### src/rtl/dcf_frame_sequencer.sv
// DCF77 frame sequencer: classifies pulse widths on the 1 kHz tick, locks on the minute gap,
// assembles the 59-bit frame and commits it only when count, markers and parity all check.
module dcf_frame_sequencer #(
    parameter int unsigned MIN_0   = 40,
    parameter int unsigned MAX_0   = 149,
    parameter int unsigned MAX_1   = 260,
    parameter int unsigned GAP_MIN = 1500,
    parameter int unsigned CNT_W   = 12
) (
    input  logic        qzt_clk_i,
    input  logic        reset_i,
    input  logic        tick_1khz_i,
    input  logic        sgn_in_i,
    input  logic        enable_sincro_i,
    output logic [58:0] frame_out_o,
    output logic        frame_valid_o,
    output logic        sincro_o,
    output logic [5:0]  bit_index_o,
    output logic [2:0]  last_err_o
);

    typedef enum logic [2:0] {StIdle, StHunt, StArmed, StReceive, StCheck} state_e;

    localparam logic [2:0] ErrNone   = 3'd0;
    localparam logic [2:0] ErrWidth  = 3'd1;
    localparam logic [2:0] ErrCount  = 3'd2;
    localparam logic [2:0] ErrParity = 3'd3;
    localparam logic [2:0] ErrMarker = 3'd4;

    localparam logic [CNT_W-1:0] CntMax  = '1;
    localparam logic [CNT_W-1:0] Min0    = CNT_W'(MIN_0);
    localparam logic [CNT_W-1:0] Max0    = CNT_W'(MAX_0);
    localparam logic [CNT_W-1:0] Max1    = CNT_W'(MAX_1);
    localparam logic [CNT_W-1:0] GapLast = CNT_W'(GAP_MIN - 1);
    localparam logic [5:0]       LastBit = 6'd59;

    logic             sync1_q, sync2_q, samp_q;
    logic [CNT_W-1:0] hi_cnt_q, hi_cnt_d, lo_cnt_q, lo_cnt_d;
    state_e           state_q, state_d;
    logic [58:0]      shift_q, shift_d, frame_q, frame_d;
    logic [5:0]       idx_q, idx_d;
    logic             sincro_q, sincro_d, fv_q, fv_d;
    logic [2:0]       err_q, err_d;

    logic rise, fall, gap_hit, width_bad, bit_val, marker_ok, parity_ok;

    // Edges compare the fresh synchronized sample against the previous tick's sample.
    assign rise    = tick_1khz_i & sync2_q & ~samp_q;
    assign fall    = tick_1khz_i & ~sync2_q & samp_q;
    assign gap_hit = tick_1khz_i & ~sync2_q & (lo_cnt_q == GapLast);

    assign width_bad = (hi_cnt_q < Min0) || (hi_cnt_q > Max1);
    assign bit_val   = hi_cnt_q > Max0;
    assign marker_ok = ~shift_q[0] & shift_q[20];
    assign parity_ok = ~(^shift_q[28:21]) & ~(^shift_q[35:29]) & ~(^shift_q[58:36]);

    always_comb begin
        hi_cnt_d = hi_cnt_q;
        lo_cnt_d = lo_cnt_q;
        if (tick_1khz_i) begin
            if (sync2_q) begin
                if (hi_cnt_q != CntMax) hi_cnt_d = hi_cnt_q + 1'b1;
                if (rise) lo_cnt_d = '0;
            end else begin
                if (lo_cnt_q != CntMax) lo_cnt_d = lo_cnt_q + 1'b1;
                if (fall) hi_cnt_d = '0;
            end
        end
    end

    always_comb begin
        state_d  = state_q;
        shift_d  = shift_q;
        idx_d    = idx_q;
        sincro_d = sincro_q;
        frame_d  = frame_q;
        fv_d     = 1'b0;
        err_d    = err_q;
        if (!enable_sincro_i) begin
            state_d  = StIdle;
            sincro_d = 1'b0;
        end else begin
            unique case (state_q)
                StIdle: state_d = StHunt;
                StHunt: begin
                    sincro_d = 1'b0;
                    if (gap_hit) state_d = StArmed;
                end
                StArmed: begin
                    if (rise) begin
                        state_d  = StReceive;
                        idx_d    = '0;
                        shift_d  = '0;
                        sincro_d = 1'b1;
                    end
                end
                StReceive: begin
                    if (fall) begin
                        if (width_bad) begin
                            err_d    = ErrWidth;
                            state_d  = StHunt;
                            sincro_d = 1'b0;
                        end else if (idx_q < LastBit) begin
                            shift_d[idx_q] = bit_val;
                            idx_d          = idx_q + 1'b1;
                        end
                    end else if (rise && idx_q == LastBit) begin
                        err_d   = ErrCount;
                        state_d = StArmed;
                    end else if (gap_hit) begin
                        state_d = StCheck;
                    end
                end
                StCheck: begin
                    // The gap is trusted on any frame error, so lock is kept.
                    state_d = StArmed;
                    if (idx_q != LastBit) begin
                        err_d = ErrCount;
                    end else if (!marker_ok) begin
                        err_d = ErrMarker;
                    end else if (!parity_ok) begin
                        err_d = ErrParity;
                    end else begin
                        frame_d = shift_q;
                        fv_d    = 1'b1;
                        err_d   = ErrNone;
                    end
                end
                default: state_d = StIdle;
            endcase
        end
    end

    always_ff @(posedge qzt_clk_i or posedge reset_i) begin
        if (reset_i) begin
            sync1_q  <= 1'b0;
            sync2_q  <= 1'b0;
            samp_q   <= 1'b0;
            hi_cnt_q <= '0;
            lo_cnt_q <= '0;
            state_q  <= StIdle;
            shift_q  <= '0;
            idx_q    <= '0;
            sincro_q <= 1'b0;
            frame_q  <= '0;
            fv_q     <= 1'b0;
            err_q    <= ErrNone;
        end else begin
            sync1_q  <= sgn_in_i;
            sync2_q  <= sync1_q;
            if (tick_1khz_i) samp_q <= sync2_q;
            hi_cnt_q <= hi_cnt_d;
            lo_cnt_q <= lo_cnt_d;
            state_q  <= state_d;
            shift_q  <= shift_d;
            idx_q    <= idx_d;
            sincro_q <= sincro_d;
            frame_q  <= frame_d;
            fv_q     <= fv_d;
            err_q    <= err_d;
        end
    end

    assign frame_out_o   = frame_q;
    assign frame_valid_o = fv_q;
    assign sincro_o      = sincro_q;
    assign bit_index_o   = idx_q;
    assign last_err_o    = err_q;

endmodule

### config.mk
export PLATFORM = sky130hd
export DESIGN_NAME = dcf_frame_sequencer
export DESIGN_NICKNAME = d
export VERILOG_FILES = /design/src/rtl/dcf_frame_sequencer.sv
export SDC_FILE = /design/constraint.sdc
export NUM_CORES = 1
export LEC_CHECK = 0
export CORE_ASPECT_RATIO = 0.75
export CORE_MARGIN = 1.5
export CORE_UTILIZATION = 55
export CTS_BUF_LIST = sky130_fd_sc_hd__clkbuf_2 sky130_fd_sc_hd__clkbuf_4 sky130_fd_sc_hd__clkbuf_8
export DETAILED_ROUTE_END_ITERATION = 6
export DONT_BUFFER_PORTS = 1
export GPL_TIMING_DRIVEN = 0
export HOLD_SLACK_MARGIN = 0.06
export PLACE_DENSITY_LB_ADDON = 0.3
export SKIP_CTS_REPAIR_TIMING = 1
export SYNTH_ARGS = -nofsm -noshare
export SYNTH_HDL_FRONTEND = slang
export SYNTH_SLANG_ARGS = --single-unit
### constraint.sdc
create_clock -name qzt_clk_i -period 7 [get_ports qzt_clk_i]
set_input_delay 1.05 -clock qzt_clk_i [delete_from_list [all_inputs] [get_ports qzt_clk_i]]
set_output_delay 1.05 -clock qzt_clk_i [all_outputs]
set_load 0.01 [all_outputs]
# Word level (Yosys, flattened, before mapping)
# Cells that the tools add are included.
[word_totals]
ff_bits = 159
latch_bits = 0
mem_bits_rw = 0
romBits = 0
in_bits = 5
elab_cells = 121
n_memories = 0
[classes]
n_addsub = 3
n_mul = 0
n_div = 0
order_cmp = 6
n_eq_ne = 24
shift = 0
n_mux = 43
bitwise = 15
n_reduce_logical = 18
[ops]
columns = ["cell", "n"]
rows = [
  ["59-bit 2-to-1 mux", 4],
  ["59-bit one-hot mux with 2 select lines", 1],
  ["12-bit 2-to-1 mux", 6],
  ["59-bit bitwise mux", 1],
  ["3-bit 2-to-1 mux", 11],
  ["12-bit by 1-bit adder with 12-bit output (second input constant)", 2],
  ["6-bit 2-to-1 mux", 4],
  ["12-bit != test (second input constant)", 2],
  ["23-bit XOR reduction", 1],
  ["3-bit != test (second input constant)", 6],
  ["3-bit one-hot mux with 5 select lines", 1],
  ["12-bit by 11-bit equality test with 1-bit output (second input constant)", 1],
  ["12-bit by 8-bit greater-than comparator with 1-bit output (second input constant)", 1],
  ["12-bit by 9-bit greater-than comparator with 1-bit output (second input constant)", 1],
  ["12-bit by 6-bit < comparator with 1-bit output (second input constant)", 1],
  ["6-bit one-hot mux with 2 select lines", 1],
  ["4-bit AND reduction", 3],
  ["1-bit 2-to-1 mux", 10],
  ["1-bit bitwise AND", 8],
  ["2-bit != test (second input constant)", 4],
  ["2-bit nonzero test", 4],
  ["8-bit XOR reduction", 1],
  ["6-bit by 7-bit < comparator with 1-bit output (second input constant)", 1],
  ["1-bit inverter", 7],
  ["other kinds (23)", 27],
]

# Depth between registers and ports, before layout
[depth]
word_depth = 9
mapped_depth = 11
mapped_depth_nobuf = 8

# Worst setup path after synthesis
# No wires, ideal clock.
[synth_path]
kind = "input-to-reg"
from = "in tick_1khz_i"
to = "reg shift_q[15]"
setup_time_ns = 0.137
arrival_time_ns = 2.995
required_time_ns = 6.863
setup_slack_ns = 3.868
stages = 11
path_buffers = 5
path_cell_list = "buf_4 and3b_1 buf_4 nor2_2 or3_1 buf_2 or4b_4 buf_6 buf_6 o211ai_2 o31ai_2"
[synth_via]
elab_chain_len = 4
[synth_rtl]
columns = ["element", "line_no", "rtl"]
rows = [
  ["from (decl)", "12", "input logic tick_1khz_i,"],
  ["1-bit bitwise AND, on equally long branches (2 in a row)", "49, 48", ""],
  ["2-bit != test (no line)", "-", ""],
  ["6-bit AND reduction (no line) (*)", "-", ""],
  ["to (signal assigned)", "155", "shift_q <= shift_d;"],
  ["to (decl)", "40", "logic [58:0] shift_q, shift_d, frame_q, frame_d;"],
]
# Mark *: on every way between the ends. The rest lies on a longest branch, timed or not.
# A chain may end at the register's enable or synchronous reset.

# Worst setup path in the final report
[layout_path]
from = "in tick_1khz_i"
to = "reg shift_q[49]"
# The elaborated chain is that of the path after synthesis.

==> Flow_metrics.wiki <==
{| class="wikitable"
! Metric !! Value
|-
| Power share of the clock group || 39.9%
|-
| Total of fill cells in the finished design || 1123
|-
| Worst slack at placement || 3.46 ns
|-
| Global placement routability congestion || 0.840
|-
| Number of library cell types mapped by synthesis || 54
|-
| Maximum clock path buffer count || 2
|-
| Post-synthesis sequential area ratio || roughly 52%
|-
| H-tree Lvls || 4
|-
| Worst Path Arrival || 3.43 ns
|-
| Critical Path Start Type || primary input
|-
| Wire length of the first global-routing pass || about 28 mm
|-
| Start-to-end type of the worst setup path || primary input to flip-flop
|-
| Area used by multi-input combinational logic || 3440 µm²
|-
| Worst Path Max Fanout || 10
|-
| Root buffer cell || sky130_fd_sc_hd__clkbuf_8
|-
| Crit path buf inv count || 1
|-
| Crit. End Element || flip-flop
|-
| Max capacitance violation total || 0
|-
| Post-synth EDFFs || 0
|-
| Routed length per placed instance || between 15 and 20 µm
|-
| Die area || 14700 µm²
|-
| Register share of total power || 51.8%
|-
| Power spent charging and discharging nets || 467 µW
|-
| Max VDD drop || about 0.13 mV
|-
| Final critical path time including I/O delays and setup || about 3.1 ns
|-
| Unrepaired setup endpoints after global routing || false
|-
| Relative area change from synthesis to final layout || 9.25%
|-
| Worst Clk Skew || 0.00933 ns
|-
| Final setup TNS || 0 ns
|-
| Relative contribution of combinational cells to total power || 8.3%
|-
| LEAKAGE || 0.00388 µW
|-
| Cells after synthesis || roughly 700
|-
| Leading cell types in the layout, fill and taps excluded || sky130_fd_sc_hd__dfrtp_1 (159), sky130_fd_sc_hd__nand2_1 (94), sky130_fd_sc_hd__mux2_2 (59)
|-
| Fraction of layout cells with a size suffix above 1 || 18.8%
|-
| Maximum clock frequency || 0.320 GHz
|-
| Core Rows || 37
|-
| Global-route usage over all layers || 24.7%
|-
| Number of endpoints with negative hold slack in the final report || 0
|-
| Fraction of power spent switching nets || 24.9%
|-
| Internal cell power || ~1400 µW
|-
| Standard cell with the maximum stage delay on the critical path || sky130_fd_sc_hd__nor4_2
|-
| Initial Utilization || 56.1%
|-
| TritonCTS clock tree || built
|-
| Number of flip-flops and latches in the synthesized netlist || 159
|-
| Later-pin clock latency in the skew report || 0.45 ns
|-
| CTS buffer count || 17
|-
| Remaining routing DRC violations || 5
|-
| Final Routed Wirelength || between 15 and 20 mm
|-
| Detailed-routing iteration count for the pre-antenna-repair pass || 7
|-
| Headroom to the max-slew limit || 16.8%
|-
| Outcome || complete, but fails checks
|-
| Number of antenna violations at the first check in global routing || 0
|-
| Class of the tightest hold or removal check || flip-flop to flip-flop
|-
| Commonest non-fill, non-tap cell in the layout || sky130_fd_sc_hd__dfrtp_1
|-
| Cell Pwr Density || 224 nW/µm²
|-
| First-iteration detailed-routing DRC count || 321
|-
| Number of max-slew violations in the final report || 0
|-
| Most common flop cell mapped by yosys || sky130_fd_sc_hd__dfrtp_1
|-
| Chip width || 139 µm
|-
| Largest net degree at the start of global routing || 105
|-
| Violated checks || design-rule violations
|-
| Syn Std Cell Area || about 7700 µm²
|-
| Post-CTS clock slew at the launch and capture registers of the worst setup and hold paths || 0.08 ns
|-
| Syn Nets || 705
|-
| Antenna fix cells || 0
|-
| Overflow after GRT || 0
|-
| Avg Inst Size Synth || 11.0 µm²
|-
| CP peak stage delay || 1.12 ns
|-
| Crit-path cells || buf_4 > nand3b_1 > nor2b_1 > a31oi_1 > nor4_2 > nand2_1 > mux2i_1
|-
| Final-layout worst hold slack || 0.361 ns
|-
| Final nets || between 700 and 800
|-
| Placeable core area || 13700 µm²
|-
| Share of synthesized flip-flops with an asynchronous set or reset || 100%
|-
| Post-detailed-route via-to-cell ratio || 5.98
|-
| Worst Tran Pin Value || around 1.2 ns
|-
| Overall Power || 1880 µW
|-
| Count of antenna-violating nets left after detailed routing || 0
|-
| Via Count || ~5400
|-
| Yosys warns || 0
|-
| Via count of the first global-routing pass || 5408
|-
| Number of port buffers || 0
|-
| Total number of clock tree sinks || 159
|-
| Required time at the endpoint of the critical path || 7.31 ns
|-
| Die Y-Extent || between 100 and 150 µm
|-
| Worst-case setup margin in the final layout || ~3.9 ns
|-
| Total I/O pin count || 75
|-
| Final setup viols || 0
|-
| Sequential cell area in the final layout || 3980 µm²
|-
| Crit-path leading delay family || simple AND/OR/NAND/NOR gates
|-
| Share of the clock period used by the worst path after layout || 44.6%
|-
| Post-DP HPWL || 12.0 mm
|}
==> routing by layer <==
| metal | part of all wire, % | track usage (%) |
|---|---|---|
| met1 | 47 | 34.0 |
| met2 | 45 | 37.2 |
| met3 | 6.3 | 7.50 |
| met4 | 1.9 | 8.81 |
| met5 | 0 | 0 |
==> power by group through the flow <==
stage	Clock (µW)	Combinational (µW)	Sequential, µW
finish	749	155	973
detailed placement	0	154	992
floorplan	0	119	982
global route	805	176	977
CTS	763	155	974
global placement	0	144	991
==> sequential cells by signal (all words and copies together), names as in the netlist <==
name / cells
sync2_q: 1
samp_q: 1
frame_valid_o: 1
shift_q: 59
sync1_q: 1
last_err_o: 3
bit_index_o: 6
hi_cnt_q: 12
sincro_o: 1
lo_cnt_q: 12
state_q: 3
frame_out_o: 59
==> stage by stage <==
step,utilization (%),cells,instance area (µm²)
floorplan,-,695,7670
global placement,57.7,870,7890
detailed placement,58.1,872,7930
CTS,61.3,904,8380
global route,61.3,904,8380
finish,61.3,904,8380
==> synth_stat cells (11+ instances only) <==
library cell	number	share of area [%]
sky130_fd_sc_hd__nand3_1	14	0.91
sky130_fd_sc_hd__xor2_1	13	1.5
sky130_fd_sc_hd__mux2i_1	31	4.0
sky130_fd_sc_hd__o211ai_1	23	2.3
sky130_fd_sc_hd__xnor2_1	37	4.2
sky130_fd_sc_hd__nor3_1	14	0.91
sky130_fd_sc_hd__nand4_1	11	0.90
sky130_fd_sc_hd__nor2_1	43	2.1
sky130_fd_sc_hd__o31ai_1	26	2.5
sky130_fd_sc_hd__dfrtp_1	159	52
sky130_fd_sc_hd__nand2_1	94	4.6
sky130_fd_sc_hd__o21ai_0	16	1.0
sky130_fd_sc_hd__mux2_2	59	8.7
sky130_fd_sc_hd__buf_2	11	0.72
sky130_fd_sc_hd__clkbuf_1	24	1.2
==> logic make-up after synthesis <==
family	count (synthesis)	synth area share [%]
xor gates and xnor gates	51	6.01
buffers and inverters	55	3.36
and+or+nand+nor	233	15.1
muxes	90	12.7
DFF	159	51.9
AOI/OAI and AO/OA	102	10.1
adders and majority gates	5	0.816
==> final cells by class <==
class / instances / share of cell area (%)
Timing Repair Buffer: 2 / 0.418
Inverter: 9 / 0.463
Buffer: 46 / 2.67
Clock inverter: 10 / 1.91
Tap cell: 175 / 2.61
Sequential cell: 159 / 47.5
Multi-Input combinational cell: 481 / 41.0
Clock buffer: 22 / 3.39
==> final timing paths <==
| kind | slack (ns) | cells after the start | start | end |
|---|---|---|---|---|
| max | 3.88 | 7 | tick_1khz_i | shift_q[49] |
| min | 0.36 | 0 | sync1_q | sync2_q |
| max reg2reg | 3.89 | 8 | state_q[0] | frame_out_o[13] |
| min reg2reg | 0.36 | 0 | sync1_q | sync2_q |
| max in group asynchronous | 5.61 | 2 | reset_i | frame_out_o[6] |
| min in group asynchronous | 0.52 | 1 | reset_i | hi_cnt_q[9] |
Note: power is estimated with default switching activity, not from simulation.
